==> src/rtl/mips_div_pkg.sv <==
// Shared types and constants for the DIV/DIVU iterative divider.
package mips_div_pkg;

  localparam int DATA_W = 32;
  localparam int CNT_W  = 6;

  // Quotient produced by a divide by zero (all ones, no trap).
  localparam logic [DATA_W-1:0] DIV_Q_ZERO = 32'hFFFF_FFFF;

  typedef enum logic [1:0] {
    IDLE = 2'd0,
    CALC = 2'd1,
    DONE = 2'd2
  } div_state_e;

  function automatic logic [DATA_W-1:0] neg_if(input logic neg, input logic [DATA_W-1:0] v);
    return neg ? -v : v;
  endfunction

endpackage

==> src/rtl/mips_div_step.sv <==
// One restoring division step: shift {rem_hi, q_lo} left, trial-subtract the divisor.
module div_step
  import mips_div_pkg::*;
(
  input  logic [2*DATA_W-1:0] work_in,
  input  logic [DATA_W-1:0]   divisor,
  output logic [2*DATA_W-1:0] work_out
);

  logic [DATA_W:0] trial_hi;
  logic [DATA_W:0] diff;

  // Keep the bit shifted out of the remainder so the trial value is never truncated.
  assign trial_hi = work_in[2*DATA_W-1:DATA_W-1];
  assign diff     = trial_hi - {1'b0, divisor};

  always_comb begin
    if (diff[DATA_W]) begin
      work_out = {trial_hi[DATA_W-1:0], work_in[DATA_W-2:0], 1'b0};
    end else begin
      work_out = {diff[DATA_W-1:0], work_in[DATA_W-2:0], 1'b1};
    end
  end

endmodule

==> src/rtl/mips_div_unit.sv <==
// Iterative restoring divider for DIV/DIVU in EX; stalls EX via div_stop until done.
// Optional DIV_FAST_ZERO_EN: a zero dividend or divisor skips the iteration (done in cycle 1).
module mips_div_unit
  import mips_div_pkg::*;
(
  input  logic              clk,
  input  logic              reset,
  input  logic              div_valid,
  input  logic              div_signed,
  input  logic [DATA_W-1:0] div_x,
  input  logic [DATA_W-1:0] div_y,
  input  logic              es_go,
  input  logic              flush,
  output logic              div_stop,
  output logic              div_done,
  output logic [DATA_W-1:0] quot,
  output logic [DATA_W-1:0] rem
);

  div_state_e          state_reg, state_next;
  logic [CNT_W-1:0]    cnt_reg;
  logic [2*DATA_W-1:0] work_reg;
  logic [2*DATA_W-1:0] work_next;
  logic [DATA_W-1:0]   divisor_reg;
  logic                sign_q_reg, sign_r_reg;
  logic [DATA_W-1:0]   quot_reg, rem_reg;

  logic [DATA_W-1:0]   abs_x, abs_y;
  logic                sign_q_start, sign_r_start;
  logic                start;
  logic                last_step;

  assign abs_x        = neg_if(div_signed & div_x[DATA_W-1], div_x);
  assign abs_y        = neg_if(div_signed & div_y[DATA_W-1], div_y);
  assign sign_q_start = div_signed & (div_x[DATA_W-1] ^ div_y[DATA_W-1]);
  assign sign_r_start = div_signed & div_x[DATA_W-1];
  assign last_step    = (cnt_reg == CNT_W'(DATA_W - 1));

  div_step u_div_step (
    .work_in  (work_reg),
    .divisor  (divisor_reg),
    .work_out (work_next)
  );

  always_comb begin
    state_next = state_reg;
    start      = 1'b0;
    case (state_reg)
      IDLE: begin
        if (div_valid && !flush) begin
          start      = 1'b1;
          state_next = CALC;
`ifdef DIV_FAST_ZERO_EN
          if (abs_x == '0 || abs_y == '0) state_next = DONE;
`endif
        end
      end
      CALC:    if (last_step) state_next = DONE;
      DONE:    if (es_go) state_next = IDLE;
      default: state_next = IDLE;
    endcase
    // flush outranks both completion and a new start
    if (flush) state_next = IDLE;
  end

  always_ff @(posedge clk or posedge reset) begin
    if (reset) begin
      state_reg   <= IDLE;
      cnt_reg     <= '0;
      work_reg    <= '0;
      divisor_reg <= '0;
      sign_q_reg  <= 1'b0;
      sign_r_reg  <= 1'b0;
      quot_reg    <= '0;
      rem_reg     <= '0;
    end else begin
      state_reg <= state_next;
      if (start) begin
        work_reg    <= {{DATA_W{1'b0}}, abs_x};
        divisor_reg <= abs_y;
        sign_q_reg  <= sign_q_start;
        sign_r_reg  <= sign_r_start;
        cnt_reg     <= '0;
`ifdef DIV_FAST_ZERO_EN
        if (state_next == DONE) begin
          quot_reg <= (abs_y == '0) ? neg_if(sign_q_start, DIV_Q_ZERO) : '0;
          rem_reg  <= neg_if(sign_r_start, abs_x);
        end
`endif
      end else if (state_reg == CALC) begin
        work_reg <= work_next;
        cnt_reg  <= cnt_reg + 1'b1;
        if (state_next == DONE) begin
          quot_reg <= neg_if(sign_q_reg, work_next[DATA_W-1:0]);
          rem_reg  <= neg_if(sign_r_reg, work_next[2*DATA_W-1:DATA_W]);
        end
      end
    end
  end

  assign div_stop = !reset && div_valid && (state_reg != DONE);
  assign div_done = (state_reg == DONE);
  assign quot     = quot_reg;
  assign rem      = rem_reg;

  // EX must hold the divide until it completes unless a flush aborts it.
  a_valid_held: assert property (@(posedge clk) disable iff (reset)
    (state_reg == CALC && !flush) |-> div_valid);

endmodule
==> config.mk <==
export PLATFORM = sky130hd
export DESIGN_NAME = mips_div_unit
export DESIGN_NICKNAME = d
export VERILOG_FILES = /design/src/rtl/mips_div_pkg.sv /design/src/rtl/mips_div_step.sv /design/src/rtl/mips_div_unit.sv
export SDC_FILE = /design/constraint.sdc
export NUM_CORES = 1
export LEC_CHECK = 0
export BUFFER_PORTS_ARGS = -buffer_cell sky130_fd_sc_hd__buf_2
export CORE_MARGIN = 5
export CORE_UTILIZATION = 65
export DETAILED_ROUTE_END_ITERATION = 6
export PLACE_DENSITY = 0.92
export RECOVER_POWER = 50
export SKIP_LAST_GASP = 1
export SLEW_MARGIN = 20
export SYNTH_ARGS = -nofsm -noshare
export SYNTH_HDL_FRONTEND = slang
export SYNTH_SLANG_ARGS = --single-unit
==> constraint.sdc <==
create_clock -name clk -period 11.25 [get_ports clk]
set_clock_uncertainty 0.2 [all_clocks]
set_input_delay 2.25 -clock clk [delete_from_list [all_inputs] [get_ports clk]]
set_output_delay 2.25 -clock clk [all_outputs]
set_load 0.02 [all_outputs]
==> metrics, run 1 <==
cell count after synthesis=1446; IO Count=136; Routed Antenna Nets=0; Max-Cap Viols=3; Async SR Flop Fraction=100%; worst flop-to-flop path endpoint=quot[30]; Routed wire per std cell=20.2 um; startpoint of the worst hold path=quot[13]; non-filler instance count after layout=1768; total of flip-flops plus latches after synthesis=170; M1 WL=14.7 mm; placement row count=49; most used flip-flop cell after synthesis=sky130_fd_sc_hd__dfrtp_1; outcome=finished, violations left; number of setup buffers added after CTS=0; die boundary height=145 um; flip-flop and latch area=4250 um2; Netlist cell types=71; worst slack on hold paths=0.282 ns; post-synth net total=1554; failing checks=capacitance limit, slew limit; Horiz. Die Dim=145 um; Startpoint Class=flop; clock tree sinks=170; worst hold-check path type=flop to flop; largest stage delay on the critical path=0.74 ns; final global-route overflow total=0; share of synthesized area occupied by flip-flops and latches=35.8%; RSZ-0062 raised after global routing=no; Setup WS pre-CTS=4.69 ns; Critical Path Sink=quot[30]; number of buffers added by the clock tree synthesis step=17; count of port buffers added during placement=135; Routed WL=35.6 mm; max_slew headroom=-194%; ratio of cells with drive above 1 in the final layout=8.58%; worst reg-to-reg path cell count=20; cell with the largest stage delay on the worst path=sky130_fd_sc_hd__nand3_1; met2 WL=15.5 mm; count of flip-flops with a built-in enable after synthesis=0; Placeable Area=18000 um2; area occupied by multi-input gates=7080 um2; DR WL met3=4.52 mm; first-pass GRT wire length=57.9 mm; mean number of vias per cell=6.68; actual slew at the worst max-slew pin=4.39 ns; buffer and inverter count on the worst path=2; static leakage power=5.57 nW; clock-pin slew on the worst setup and hold paths=0.08 ns; max reg flops=64; overall fraction of global-route tracks in use=32.9%; Setup TNS Final=0 ns; Critical Setup Path Class=flop to flop; routability-driven placement congestion ratio=0.985; chain of cells forming the critical path=inv_1 > ha_1 > fa_1 > nand2b_1 > a21o_4 > a32o_1 > o41ai_4 > nand3_4 > nand3_1 > nand2_1 > inv_1 > ha_1 > nand2_1 > or3_1 > or3_1 > or2_2 > nand2b_1 > o41ai_1 > xor2_1 > o21ai_0; areal power density over the cells=275 nW/um2; vias post-DR=11800; via count of the first global-routing pass=11200; die area=21100 um2; fraction of the core area covered by cells at the end of the flow=73.0%; startpoint of the most critical setup path=work_reg[31]; final net count=1633; largest fanout on the critical path=25; top sig layer=met4; Fillers=1384; final setup fails=0; detailed router's first-iteration violation count=1459; half-perimeter wire length after detailed placement=25.9 mm; number of instances resized during post-cts repair=0; mean area per synthesized cell=8.21 um2; depth of the CTS H-tree=4; cell area after placement=12600 um2; Critical R2R Launch=work_reg[31]; clock root cell=sky130_fd_sc_hd__clkbuf_16; PnR worst setup slack=4.50 ns; register-to-register setup slack=4.50 ns; Max Transition Viols Final=210; Skew-Pair Late Insertion Delay=0.45 ns; largest net degree at the start of global routing=122; final worst path period share=60.0%; iteration count of the initial detailed-routing pass=7; Initial Utilization=66.1%; TritonCTS clock tree=done; maximum root-to-sink buffer count=2; top achievable clock speed=148 MHz; post-synthesis cell area=11900 um2; growth of design area from synthesis to finish=10.5%; worst IR drop on VDD=167 uV; family with the most delay on the worst path=simple AND/OR/NAND/NOR gates; Worst Setup End Kind=flop; final period demand of the worst path=6.75 ns; number of placed instances with taps included=1735; data arrival time of the critical path=6.83 ns; Yosys warning total=0; DRC violation count after routing=0; total design power=3.61 mW; Non-Filler Cell Area, Final=13100 um2; number of antenna violations at the first check in global routing=0; total number of cells along the worst setup path=20; final count of hold timing violations=0; hold-fix buffer count after cts=0; data required time of the critical path=11.33 ns
==> placed cells by master, fill, tap and decap left out, drive strengths merged, types with 31 or more instances in the layout <==
master	instances
ha	37
xnor2	76
o21ai	211
nor3	31
a21oi	85
inv	65
nor2	72
clkbuf	86
buf	74
a22oi	32
xor2	61
nand2	164
nand3	59
dfrtp	170
==> where the power goes <==
group	internal [mW]	total (mW)	switching, mW
sequential	0.707	0.863	0.156
clock	0.323	0.623	0.300
combinational	0.741	2.12	1.38
==> cell usage after synthesis, drive strengths merged (5+ instances only) <==
cell type | n | area share [%]
ha | 37 | 3.9
clkbuf | 74 | 2.4
and3 | 10 | 0.57
nor2 | 72 | 2.3
a21oi | 85 | 3.6
nor4 | 24 | 1.3
o41ai | 12 | 1.0
nor2b | 8 | 0.42
xnor2 | 76 | 5.6
a2111o | 5 | 0.47
a2111oi | 5 | 0.38
or2 | 9 | 0.47
nand2b | 17 | 0.90
o31ai | 23 | 1.5
a211oi | 11 | 0.70
a22oi | 32 | 2.0
dfrtp | 170 | 36
nand4 | 14 | 0.74
o22ai | 5 | 0.26
nor3 | 31 | 1.3
and2 | 11 | 0.58
a211o | 6 | 0.44
mux2i | 17 | 1.4
or4 | 11 | 0.73
or3 | 17 | 0.90
nand3 | 59 | 2.6
o211ai | 10 | 0.67
a21o | 18 | 1.2
a31oi | 23 | 1.2
mux2 | 5 | 0.47
buf | 9 | 0.40
o21ai | 211 | 8.9
inv | 58 | 1.8
xor2 | 61 | 4.5
nand2 | 164 | 5.2
o21a | 7 | 0.44
==> kinds of logic (layout without fill, tap and decap cells) <==
| group | count (synthesis) | count (layout) | share of synthesized area, % |
|---|---|---|---|
| AO/OA/AOI/OAI | 478 | 478 | 24.6 |
| XOR/XNOR | 137 | 137 | 10.1 |
| adder cells (fa/ha/maj) | 38 | 38 | 4.07 |
| buffers and inverters | 141 | 233 | 4.59 |
| flip-flops | 170 | 170 | 35.8 |
| multiplexers | 22 | 22 | 1.91 |
| other | 0 | 1 | 0 |
| AND/OR/NAND/NOR | 460 | 460 | 18.9 |
==> worst min-delay path, cell delays in order (launching register included) <==
cell,delay (ns)
sky130_fd_sc_hd__dfrtp_1,0.34
sky130_fd_sc_hd__nand2_1,0.05
sky130_fd_sc_hd__o21ai_0,0.06
==> routing by layer <==
layer  global-route usage [%]  vias to the layer above
met3                     8.86                      112
met2                     49.6                      749
met5                        0                        -
met1                     47.7                     5543
met4                     7.79                        0
li1                         -                     5409
==> worst min-delay path by stage <==
| stage | endpoint | cells past startpoint |
|---|---|---|
| 6_report | quot[13] | 2 |
| 5_1_grt | quot[13] | 2 |
| 4_1_cts | rem[18] | 2 |
| 3_5_place_dp | quot[13] | 2 |
| 3_3_place_gp | quot[2] | 2 |
| 2_1_floorplan | divisor_reg[10] | 2 |
==> layout make-up <==
cell class	instances	share of cell area, %
clock inverters	15	1.50
clock buffers	17	3.24
repair buffers	143	4.91
inverters	58	1.67
flip-flops and latches	170	32.4
multi-input cells	1135	54.0
well taps	229	2.19
diodes	1	0.0191
(Power assumes the default switching activity.)
==> run 2, diff against run 1 <==
Settings changed: ABC_AREA set to 1, CORE_UTILIZATION 65 to 61, PLACE_DENSITY 0.92 to 0.87.
Clock period 11.25 ns to 7 ns, I/O delays scaled along.
==> metrics, run 2 <==
outcome=finished, violations left (unchanged); largest net degree at the start of global routing=88 (was 122); Max Transition Viols Final=142 (was 210); mean area per synthesized cell=6.41 um2 (was 8.21 um2); worst IR drop on VDD=206 uV (was 167 uV); areal power density over the cells=415 nW/um2 (was 275 nW/um2); number of setup buffers added after CTS=0 (unchanged); share of synthesized area occupied by flip-flops and latches=32.2% (was 35.8%); final net count=2272 (was 1633); final global-route overflow total=0 (unchanged); Routed Antenna Nets=0 (unchanged); met2 demand-to-capacity share in global routing=54.9% (was 49.6%); top library cells by usage in the layout, fill and taps aside=691 x sky130_fd_sc_hd__nand2_1, 304 x sky130_fd_sc_hd__inv_1, 182 x sky130_fd_sc_hd__nor2_1 (was 209 x sky130_fd_sc_hd__o21ai_0, 170 x sky130_fd_sc_hd__dfrtp_1, 164 x sky130_fd_sc_hd__nand2_1); fraction of the mapped netlist area in simple logic gates=38.0% (was 18.9%); Max-Cap Viols=2 (was 3); Adder-Cell Fraction of Synth Area=3.65% (was 4.07%); die boundary height=157 um (was 145 um); RSZ-0062 raised after global routing=no (unchanged); cell count after synthesis=2064 (was 1446); clock tree sinks=170 (unchanged); Synth top cells by count=692 x sky130_fd_sc_hd__nand2_1, 305 x sky130_fd_sc_hd__inv_1, 182 x sky130_fd_sc_hd__nor2_1 (was 209 x sky130_fd_sc_hd__o21ai_0, 170 x sky130_fd_sc_hd__dfrtp_1, 164 x sky130_fd_sc_hd__nand2_1); Routed WL=41.6 mm (was 35.6 mm); max reg flops=64 (unchanged); fraction of the core area covered by cells at the end of the flow=68.6% (was 73.0%); data arrival time of the critical path=5.25 ns (was 6.83 ns); portion of netlist area occupied by mux cells=0% (was 1.91%); Setup TNS Final=0 ns (unchanged); final setup fails=0 (unchanged); Async SR Flop Fraction=100% (unchanged); worst hold-check path type=flop to flop (unchanged); top achievable clock speed=195 MHz; mean number of vias per cell=5.71 (was 6.68); count of port buffers added during placement=135 (unchanged); Most Used Layer, Global Route=met2 (unchanged); final period demand of the worst path=5.13 ns; clock-pin slew on the worst setup and hold paths=0.07 ns (was 0.08 ns); detailed router's first-iteration violation count=1528 (was 1459); static leakage power=7.89 nW (was 5.57 nW); fraction of met3 tracks used by global routing=6.49% (was 8.86%); routability-driven placement congestion ratio=1.01 (was 0.985); synthesized-area fraction occupied by ao, oa, aoi and oai cells=10.6% (was 24.6%); Initial Utilization=62.4% (was 66.1%); post-synth net total=2172 (was 1554); overall fraction of global-route tracks in use=33.8% (was 32.9%); final worst path period share=73.2%; Startpoint Class=input port (was flop); Synth area leader=sky130_fd_sc_hd__dfrtp_1 (unchanged); cell area after placement=14000 um2 (was 12600 um2); vias post-DR=14000 (was 11800); half-perimeter wire length after detailed placement=32.2 mm (was 25.9 mm); PnR worst setup slack=1.87 ns (was 4.50 ns); Skew-Pair Late Insertion Delay=0.45 ns (about the same); number of instances resized during post-cts repair=0 (unchanged); data required time of the critical path=7.13 ns (was 11.33 ns); Yosys warning total=0 (unchanged); max_slew headroom=-156% (was -194%); number of antenna violations at the first check in global routing=0 (unchanged); first-pass GRT wire length=66.5 mm (was 57.9 mm); Placeable Area=21200 um2 (was 18000 um2); hold-fix buffer count after cts=0 (unchanged); Non-Filler Cell Area, Final=14600 um2 (was 13100 um2); largest fanout on the critical path=53 (was 25); total of flip-flops plus latches after synthesis=170 (unchanged); iteration count of the initial detailed-routing pass=7 (unchanged); maximum root-to-sink buffer count=2 (unchanged); DRC violation count after routing=15 (was 0); IO Count=136 (unchanged); die area=24700 um2 (was 21100 um2); Setup WS pre-CTS=2.10 ns (was 4.69 ns); XOR/XNOR share of the synthesized area=4.30% (was 10.1%); most used standard cell by instance count after synthesis=sky130_fd_sc_hd__nand2_1 (was sky130_fd_sc_hd__o21ai_0); depth of the CTS H-tree=4 (unchanged); total net switching power=3.31 mW (was 1.84 mW); Routed wire per std cell=17.0 um (was 20.2 um); clock root cell=sky130_fd_sc_hd__clkbuf_16 (unchanged); n_diodes=0 (was 1); failing checks=DRC, capacitance limit, slew limit (was capacitance limit, slew limit); total internal power=2.74 mW (was 1.77 mW); number of buffers added by the clock tree synthesis step=17 (unchanged); placement row count=53 (was 49); proportion of netlist area held by the largest area contributor=32.2% (was 35.8%); growth of design area from synthesis to finish=10.0% (was 10.5%); ratio of cells with drive above 1 in the final layout=8.96% (was 8.58%); via count of the first global-routing pass=13100 (was 11200); switching fraction of total power=54.8% (was 50.9%); dominant combinational cell family by area after synthesis=simple AND/OR/NAND/NOR gates (was compound AO/OA/AOI/OAI gates); Critical Setup Path Class=input port to flop (was flop to flop); TritonCTS clock tree=done (unchanged); most used flip-flop cell after synthesis=sky130_fd_sc_hd__dfrtp_1 (unchanged); dominant cells by area after synthesis=sky130_fd_sc_hd__dfrtp_1 32%, sky130_fd_sc_hd__nand2_1 20%, sky130_fd_sc_hd__inv_1 8.7% (was sky130_fd_sc_hd__dfrtp_1 36%, sky130_fd_sc_hd__o21ai_0 8.8%, sky130_fd_sc_hd__xnor2_1 5.6%); post-synthesis cell area=13200 um2 (was 11900 um2); part of the total power dissipated in sequential elements=21.8% (was 23.9%); actual slew at the worst max-slew pin=3.82 ns (was 4.39 ns); Comb power frac=62.3% (was 58.8%); Horiz. Die Dim=157 um (was 145 um); final count of hold timing violations=0 (unchanged); Worst Setup End Kind=flop (unchanged); Netlist cell types=49 (was 71); fraction of met1 tracks used by global routing=45.2% (was 47.7%); commonest non-fill, non-tap cell in the layout=sky130_fd_sc_hd__nand2_1 (was sky130_fd_sc_hd__o21ai_0); count of flip-flops with a built-in enable after synthesis=0 (unchanged); power share of the clock group=15.9% (was 17.3%)
run 2: cell types whose count changed after synthesis, moves of 26 or more:
cell and change:
sky130_fd_sc_hd__a21oi_1 -51, sky130_fd_sc_hd__a22oi_1 -32, sky130_fd_sc_hd__clkbuf_1 -33, sky130_fd_sc_hd__inv_1 +247, sky130_fd_sc_hd__nand2_1 +528, sky130_fd_sc_hd__nand3_1 +123, sky130_fd_sc_hd__nor2_1 +110, sky130_fd_sc_hd__o21ai_0 -101
sky130_fd_sc_hd__o221ai_1 +26, sky130_fd_sc_hd__o22ai_1 +28, sky130_fd_sc_hd__xnor2_1 -64
run 2: area by class of cell:
cell class | instances | area [um2]
Timing Repair Buffer | 144 | 676
Multi-Input combinational cell | 1513 | 7490
Clock inverter | 15 | 170
Inverter | 318 | 1190
Fill cell | 1924 | 6670
Tap cell | 275 | 344
Clock buffer | 17 | 425
Sequential cell | 170 | 4250
run 2: path summary, 6_finish.rpt:
kind	start	endpoint	slack (ns)	cells after the start
min reg2reg	rem[5]	rem[5]	0.28	2
max in group asynchronous	reset	rem[20]	2.90	3
min in group asynchronous	reset	work_reg[3]	1.90	2
min	rem[5]	rem[5]	0.28	2
max reg2reg	state_reg[0]	quot[17]	2.05	12
max	flush	work_reg[30]	1.87	8
run 2: power groups by stage:
stage / combinational, mW / clock [mW] / sequential, mW
finish: 3.77 / 0.962 / 1.32
global route: 4.17 / 0.995 / 1.33
CTS: 3.67 / 0.959 / 1.31
detailed placement: 3.63 / 0 / 1.32
global placement: 3.56 / 0 / 1.32
floorplan: 2.78 / 0 / 1.25
run 2: worst max-delay path, cell delays in order:
cell,delay [ns]
sky130_fd_sc_hd__buf_2,0.13
sky130_fd_sc_hd__nor4_2,0.26
sky130_fd_sc_hd__clkbuf_1,1.68
sky130_fd_sc_hd__nor2_1,0.13
sky130_fd_sc_hd__inv_1,0.79
sky130_fd_sc_hd__buf_4,0.45
sky130_fd_sc_hd__o22ai_1,0.17
sky130_fd_sc_hd__o21bai_1,0.22
run 2: layer usage:
metal,up-vias,wire [um]
li1,6736,-
met1,6478,17300
met2,684,19100
met3,110,3590
met4,0,1540
met5,-,0
run 2: cells by family (layout without fill, tap and decap cells):
kind of cell / after synthesis / count (layout)
xor gates and xnor gates: 65 / 65
buffers and inverters: 381 / 494
DFF: 170 / 170
and+or+nand+nor: 1174 / 1174
adders and majority gates: 38 / 38
AOI/OAI and AO/OA: 236 / 236
run 2: metrics by stage:
stage | cells | hold slack (ns) | total power [mW]
2_1_floorplan | 2064 | 0.253 | 4.03
3_3_place_gp | 2420 | 0.263 | 4.88
3_5_place_dp | 2420 | 0.264 | 4.95
4_1_cts | 2452 | 0.285 | 5.93
5_1_grt | 2452 | 0.312 | 6.50
6_report | 2452 | 0.283 | 6.05
